===== src/rtl/fetch_pkg.sv =====
// fetch_pkg: shared state encoding and default widths for the fetch stage.
package fetch_pkg;
  typedef enum logic [2:0] {S_IDLE, S_REQ, S_WAIT, S_HOLD, S_FAULT} fetch_state_t;
  localparam int ADDR_W_DEF = 64;
  localparam int INST_W_DEF = 32;
  localparam logic [63:0] RESET_PC_DEF = 64'h0;
endpackage


===== src/rtl/pc_fetch_unit_if.sv =====
// pc_fetch_unit_if: next-PC, instruction-memory and decode handshake signals of the fetch stage.
interface pc_fetch_unit_if #(
  parameter int ADDR_W = fetch_pkg::ADDR_W_DEF,
  parameter int INST_W = fetch_pkg::INST_W_DEF
);
  logic              Halt;
  logic [ADDR_W-1:0] NextPC;
  logic [ADDR_W-1:0] CurrentPC;
  logic              IMemReqValid;
  logic              IMemReqReady;
  logic [ADDR_W-1:0] IMemAddr;
  logic              IMemRespValid;
  logic [INST_W-1:0] IMemRdData;
  logic              InstValid;
  logic              InstReady;
  logic [INST_W-1:0] InstOut;
  logic [ADDR_W-1:0] InstPC;
  logic              Fault;
  modport master (
    input  Halt, NextPC, IMemReqReady, IMemRespValid, IMemRdData, InstReady,
    output CurrentPC, IMemReqValid, IMemAddr, InstValid, InstOut, InstPC, Fault
  );
  modport slave (
    output Halt, NextPC, IMemReqReady, IMemRespValid, IMemRdData, InstReady,
    input  CurrentPC, IMemReqValid, IMemAddr, InstValid, InstOut, InstPC, Fault
  );
endinterface


===== src/rtl/pc_register.sv =====
// pc_register: program-counter register with load enable and reset value.
module pc_register #(
  parameter int ADDR_W = 64,
  parameter logic [ADDR_W-1:0] RESET_PC = '0
) (
  input  logic              CLK,
  input  logic              Reset,
  input  logic              load,
  input  logic [ADDR_W-1:0] d,
  output logic [ADDR_W-1:0] q
);
  always_ff @(posedge CLK)
    if (Reset) q <= RESET_PC;
    else if (load) q <= d;
endmodule


===== src/rtl/pc_fetch_unit.sv =====
// pc_fetch_unit: owns the PC, fetches one instruction per PC and holds it for decode.
// Define FETCH_ALIGN_CHECK_EN to trap misaligned PCs into a sticky fault state.
module pc_fetch_unit
  import fetch_pkg::*;
#(
  parameter int ADDR_W = ADDR_W_DEF,
  parameter int INST_W = INST_W_DEF,
  parameter logic [ADDR_W-1:0] RESET_PC = ADDR_W'(RESET_PC_DEF)
) (
  input logic CLK,
  input logic Reset,
  pc_fetch_unit_if.master bus
);
  fetch_state_t      state;
  logic [INST_W-1:0] inst;
  logic              load;
  assign load = (state == S_HOLD) && bus.InstReady;
  pc_register #(.ADDR_W(ADDR_W), .RESET_PC(RESET_PC)) u_pc (
    .CLK(CLK), .Reset(Reset), .load(load), .d(bus.NextPC), .q(bus.CurrentPC)
  );
`ifdef FETCH_ALIGN_CHECK_EN
  logic fault;
  assign bus.Fault = fault;
`else
  assign bus.Fault = 1'b0;
`endif
  always_ff @(posedge CLK) begin
    if (Reset) begin
      state <= S_IDLE;
      inst  <= '0;
`ifdef FETCH_ALIGN_CHECK_EN
      fault <= 1'b0;
`endif
    end else begin
      case (state)
        S_IDLE:
          if (!bus.Halt) begin
`ifdef FETCH_ALIGN_CHECK_EN
            if (bus.CurrentPC[1:0] != 2'b00) begin
              state <= S_FAULT;
              fault <= 1'b1;
            end else state <= S_REQ;
`else
            state <= S_REQ;
`endif
          end
        S_REQ: if (bus.IMemReqReady) state <= S_WAIT;
        S_WAIT:
          if (bus.IMemRespValid) begin
            inst  <= bus.IMemRdData;
            state <= S_HOLD;
          end
        S_HOLD: if (bus.InstReady) state <= S_IDLE;
        default: state <= state;
      endcase
    end
  end
  assign bus.IMemReqValid = state == S_REQ;
  assign bus.IMemAddr     = {bus.CurrentPC[ADDR_W-1:2], 2'b00};
  assign bus.InstValid    = state == S_HOLD;
  assign bus.InstOut      = inst;
  assign bus.InstPC       = bus.CurrentPC;
endmodule


===== src/flat_wrapper.sv =====
// flat-port wrapper written by rule: the top's interface ports become plain ports
module pc_fetch_unit_flat import fetch_pkg::*;
#(
  parameter int ADDR_W = ADDR_W_DEF,
  parameter int INST_W = INST_W_DEF,
  parameter logic [ADDR_W-1:0] RESET_PC = ADDR_W'(RESET_PC_DEF)
)
  (CLK, Reset, bus_Halt, bus_NextPC, bus_IMemReqReady, bus_IMemRespValid, bus_IMemRdData, bus_InstReady, bus_CurrentPC, bus_IMemReqValid, bus_IMemAddr, bus_InstValid, bus_InstOut, bus_InstPC, bus_Fault);
  pc_fetch_unit_if #(.ADDR_W(ADDR_W), .INST_W(INST_W)) bus_i ();
  input logic CLK;
  input logic Reset;
  input wire logic [$bits(bus_i.Halt)-1:0] bus_Halt;
  input wire logic [$bits(bus_i.NextPC)-1:0] bus_NextPC;
  input wire logic [$bits(bus_i.IMemReqReady)-1:0] bus_IMemReqReady;
  input wire logic [$bits(bus_i.IMemRespValid)-1:0] bus_IMemRespValid;
  input wire logic [$bits(bus_i.IMemRdData)-1:0] bus_IMemRdData;
  input wire logic [$bits(bus_i.InstReady)-1:0] bus_InstReady;
  output wire logic [$bits(bus_i.CurrentPC)-1:0] bus_CurrentPC;
  output wire logic [$bits(bus_i.IMemReqValid)-1:0] bus_IMemReqValid;
  output wire logic [$bits(bus_i.IMemAddr)-1:0] bus_IMemAddr;
  output wire logic [$bits(bus_i.InstValid)-1:0] bus_InstValid;
  output wire logic [$bits(bus_i.InstOut)-1:0] bus_InstOut;
  output wire logic [$bits(bus_i.InstPC)-1:0] bus_InstPC;
  output wire logic [$bits(bus_i.Fault)-1:0] bus_Fault;
  assign bus_i.Halt = bus_Halt;
  assign bus_i.NextPC = bus_NextPC;
  assign bus_i.IMemReqReady = bus_IMemReqReady;
  assign bus_i.IMemRespValid = bus_IMemRespValid;
  assign bus_i.IMemRdData = bus_IMemRdData;
  assign bus_i.InstReady = bus_InstReady;
  assign bus_CurrentPC = bus_i.CurrentPC;
  assign bus_IMemReqValid = bus_i.IMemReqValid;
  assign bus_IMemAddr = bus_i.IMemAddr;
  assign bus_InstValid = bus_i.InstValid;
  assign bus_InstOut = bus_i.InstOut;
  assign bus_InstPC = bus_i.InstPC;
  assign bus_Fault = bus_i.Fault;
  pc_fetch_unit #(.ADDR_W(ADDR_W), .INST_W(INST_W), .RESET_PC(RESET_PC)) u_core (.CLK(CLK), .Reset(Reset), .bus(bus_i));
endmodule

===== config.mk =====
export PLATFORM = sky130hd
export DESIGN_NAME = pc_fetch_unit_flat
export DESIGN_NICKNAME = d
export VERILOG_FILES = /design/src/rtl/fetch_pkg.sv /design/src/rtl/pc_fetch_unit_if.sv /design/src/rtl/pc_register.sv /design/src/rtl/pc_fetch_unit.sv /design/src/flat_wrapper.sv
export SDC_FILE = /design/constraint.sdc
export NUM_CORES = 1
export LEC_CHECK = 0
export ABC_AREA = 1
export CAP_MARGIN = 40
export CORE_AREA = 2 2 127 129
export CTS_CLUSTER_DIAMETER = 40
export DETAILED_ROUTE_END_ITERATION = 10
export DIE_AREA = 0 0 129 131
export PLACE_DENSITY = 0.73
export SLEW_MARGIN = 10
export SYNTH_ARGS = -nofsm -noshare
export SYNTH_HDL_FRONTEND = slang
export SYNTH_HIERARCHICAL = 1
export SYNTH_SLANG_ARGS = --single-unit

===== constraint.sdc =====
create_clock -name CLK -period 2.2 [get_ports CLK]
set_input_delay 0.44 -clock CLK [delete_from_list [all_inputs] [get_ports CLK]]
set_output_delay 0.44 -clock CLK [all_outputs]
set_load 0.02 [all_outputs]

==> flow_summary.json <==
{
  "groute.usage.overall": 0.1424,
  "power.share.combinational": 0.400,
  "die_outline_height_um": 131,
  "grt_first_pass_wirelength_um": 18770,
  "grt_max_degree": 40,
  "postSynthRegisterBits": 98,
  "synth_top_family_by_area": "buffers and inverters",
  "period_share": 0.9467,
  "finish.instance_area_um2": 7701,
  "routed_via_density": 3.982,
  "wire_per_inst_um": 11.69,
  "cts_repair_resize_count": 0,
  "ctsLongestPathBuffers": 2,
  "worst_setup_path_start_kind": "flip-flop",
  "number_of_sinks_handled_by_clock_tree_synthesis": 98,
  "crit_end_element": "primary output",
  "cts.reportedPaths.clkPinSlew_ns": 0.07,
  "post_layout_nets": 1006,
  "drt.antenna.violating_nets": 0,
  "post-route-drc-count": 0,
  "ys_warn_count": 6,
  "tritoncts": "built",
  "area.sequential_um2": 1962,
  "post_synth_fa_ha_maj_area_fraction": 0.01506,
  "finalClockSkew_ns": 0.007719,
  "setup_viol": 0,
  "drv.max_cap_violation_count": 0,
  "finalHoldViolCount": 0,
  "rsz0062_at_grt": "false",
  "synth_simple_gate_area_share": 0.2578,
  "synthMuxAreaShare": 0,
  "p_seq_frac": 0.351,
  "wl_um": 13070,
  "ir_worst_vdd_v": 0.0005070,
  "mostFrequentLayoutCells": "sky130_fd_sc_hd__clkdlybuf4s50_1, sky130_fd_sc_hd__nor2_1, sky130_fd_sc_hd__nand2_1, sky130_fd_sc_hd__dfxtp_1, sky130_fd_sc_hd__inv_1",
  "cellPowerDensity_nw_per_um2": 820.4,
  "place_area_um2": 7406,
  "max_clock_freq_mhz": 480.2,
  "area_growth_syn_to_layout_pct": 54.53,
  "maxSlewViolCount": 0,
  "gp_routability_congestion": 0.8185,
  "p_sw_w": 0.002177,
  "floorplan.io_pins": 329,
  "synthesis.area_per_instance_um2": 7.019,
  "area_of_the_core_region_um2": 15600,
  "synth-xor-area-share": 0,
  "filler_cell_count": 1528,
  "insertion_delay_ns": 0.34,
  "input_output_buffers": 325,
  "drt_iter0_markers": 150,
  "period_needed_ns": 2.083,
  "run_status": "finished, final reports clean",
  "num_antenna_cells": 0,
  "globalRoute.totalOverflow": 0,
  "cts_post_setup_buffers_inserted": 0,
  "die_area_um2": 16900,
  "setup_tns_ns": 0,
  "synth_compound_gate_area_share": 0.03415,
  "power.share.clock": 0.249,
  "setup.worst_path.class": "flip-flop to primary output",
  "syn-instance-count": 710,
  "initial_utilization": 0.3195,
  "std_cell_rows": 46,
  "number_of_global_route_vias_before_repair": 3734,
  "cell_area_after_synthesis_um2": 4984,
  "internal_power_w": 0.004141,
  "worstPathMaxFanout": 5,
  "synth_cell_type_count": 19,
  "critical_path_required_ns": 1.76,
  "cts-buffers-inserted": 9,
  "post_cts_hold_buffer_count": 0,
  "layout_commonest_cell": "sky130_fd_sc_hd__clkdlybuf4s50_1",
  "synth.yosys.seq_area_share": 0.3937,
  "swShare": 0.3446,
  "dr_total_vias": 4452,
  "first_pass_iters": 4,
  "die_width_um": 129,
  "share_of_layout_cells_above_drive_strength_1": 0.03104,
  "crit_path_arrival_time_ns": 1.64,
  "leakagePower_nw": 3.175,
  "place.detailed.hpwl_um": 10210,
  "holdCritPathClass": "flip-flop to flip-flop",
  "initial_antenna_violation_count": 1,
  "multi_input_area_um2": 1541,
  "cts-root-buf": "sky130_fd_sc_hd__clkbuf_16",
  "cts_max_level": 3
}
layer usage:
layer  GRT usage  part of all wire
met1      0.1537              0.38
met2      0.2574              0.51
met4     0.03900            0.0087
met3     0.05904             0.096
met5           0           0.00054
cells in the mapped netlist:
master	number	area (µm²)
sky130_fd_sc_hd__conb_1	1	3.750
sky130_fd_sc_hd__clkbuf_1	3	11.26
sky130_fd_sc_hd__buf_6	15	168.9
sky130_fd_sc_hd__clkinv_2	1	5.000
sky130_fd_sc_hd__inv_1	71	266.5
sky130_fd_sc_hd__buf_2	6	30.03
sky130_fd_sc_hd__dfxtp_1	98	1962
sky130_fd_sc_hd__inv_2	2	7.510
sky130_fd_sc_hd__buf_4	131	983.4
sky130_fd_sc_hd__o21ai_1	3	15.01
sky130_fd_sc_hd__a21oi_1	2	10.01
sky130_fd_sc_hd__nand2_1	138	518.0
sky130_fd_sc_hd__clkbuf_2	3	15.01
sky130_fd_sc_hd__nand3_1	2	10.01
sky130_fd_sc_hd__o21ai_0	29	145.1
sky130_fd_sc_hd__nor2_1	197	739.5
sky130_fd_sc_hd__nand2_2	1	6.260
sky130_fd_sc_hd__ha_1	6	75.07
sky130_fd_sc_hd__nor2_4	1	11.26
power by group through the flow:
stage | registers (W) | clock network, W | logic [W]
CTS | 0.00223 | 0.00163 | 0.00255
global placement | 0.00225 | 0 | 0.00251
finish | 0.00222 | 0.00157 | 0.00253
floorplan | 0.00249 | 0 | 0.00143
detailed placement | 0.00226 | 0 | 0.00254
global route | 0.00226 | 0.00170 | 0.00275
kinds of logic after synthesis:
family,count (synthesis)
AO/OA/AOI/OAI,34
buffers and inverters,232
flip-flops,98
adder cells (fa/ha/maj),6
other,1
AND/OR/NAND/NOR,339
through the flow:
stage	hold slack (ns)	util	cells	worst slack, ns	power, W
global route	0.5122	0.4937	1118	0.02928	0.006709
finish	0.4801	0.4937	1118	0.1174	0.006318
floorplan	0.5082	-	712	0.8050	0.003917
detailed placement	0.4737	0.4748	1103	0.4370	0.004805
global placement	0.4609	0.4748	1103	0.4823	0.004766
CTS	0.4869	0.4937	1118	0.08197	0.006409
final cells by class:
type / count / share of cell area
clock buffer: 11 / 0.03152
clock inverter: 4 / 0.006824
inverter: 74 / 0.03656
multi-input combinational: 382 / 0.2002
sequential: 98 / 0.2548
tap: 216 / 0.03509
timing repair buffer: 333 / 0.4351
sequential cells by signal, indices dropped and copies added, names as in the netlist:
| signal | count |
|---|---|
| u_core/u_pc/q | 64 |
| u_core/bus.InstOut | 32 |
| u_core/state | 2 |
critical path, stage by stage, from the launching register on:
cell	delay, ns
sky130_fd_sc_hd__dfxtp_1	0.35
sky130_fd_sc_hd__inv_1	0.11
sky130_fd_sc_hd__ha_1	0.21
sky130_fd_sc_hd__clkdlybuf4s50_1	0.64
final timing paths:
kind | cells past startpoint | slack, ns | startpoint | to
worst min-delay path | 2 | 0.48 | u_core/bus.InstOut[17] | u_core/bus.InstOut[17]
worst min register to register | 2 | 0.48 | u_core/bus.InstOut[17] | u_core/bus.InstOut[17]
worst max register to register | 7 | 0.70 | u_core/state[1] | u_core/u_pc/q[38]
worst max-delay path | 3 | 0.12 | u_core/state[1] | bus_IMemReqValid
No activity file was read; power rests on OpenSTA's default activity.
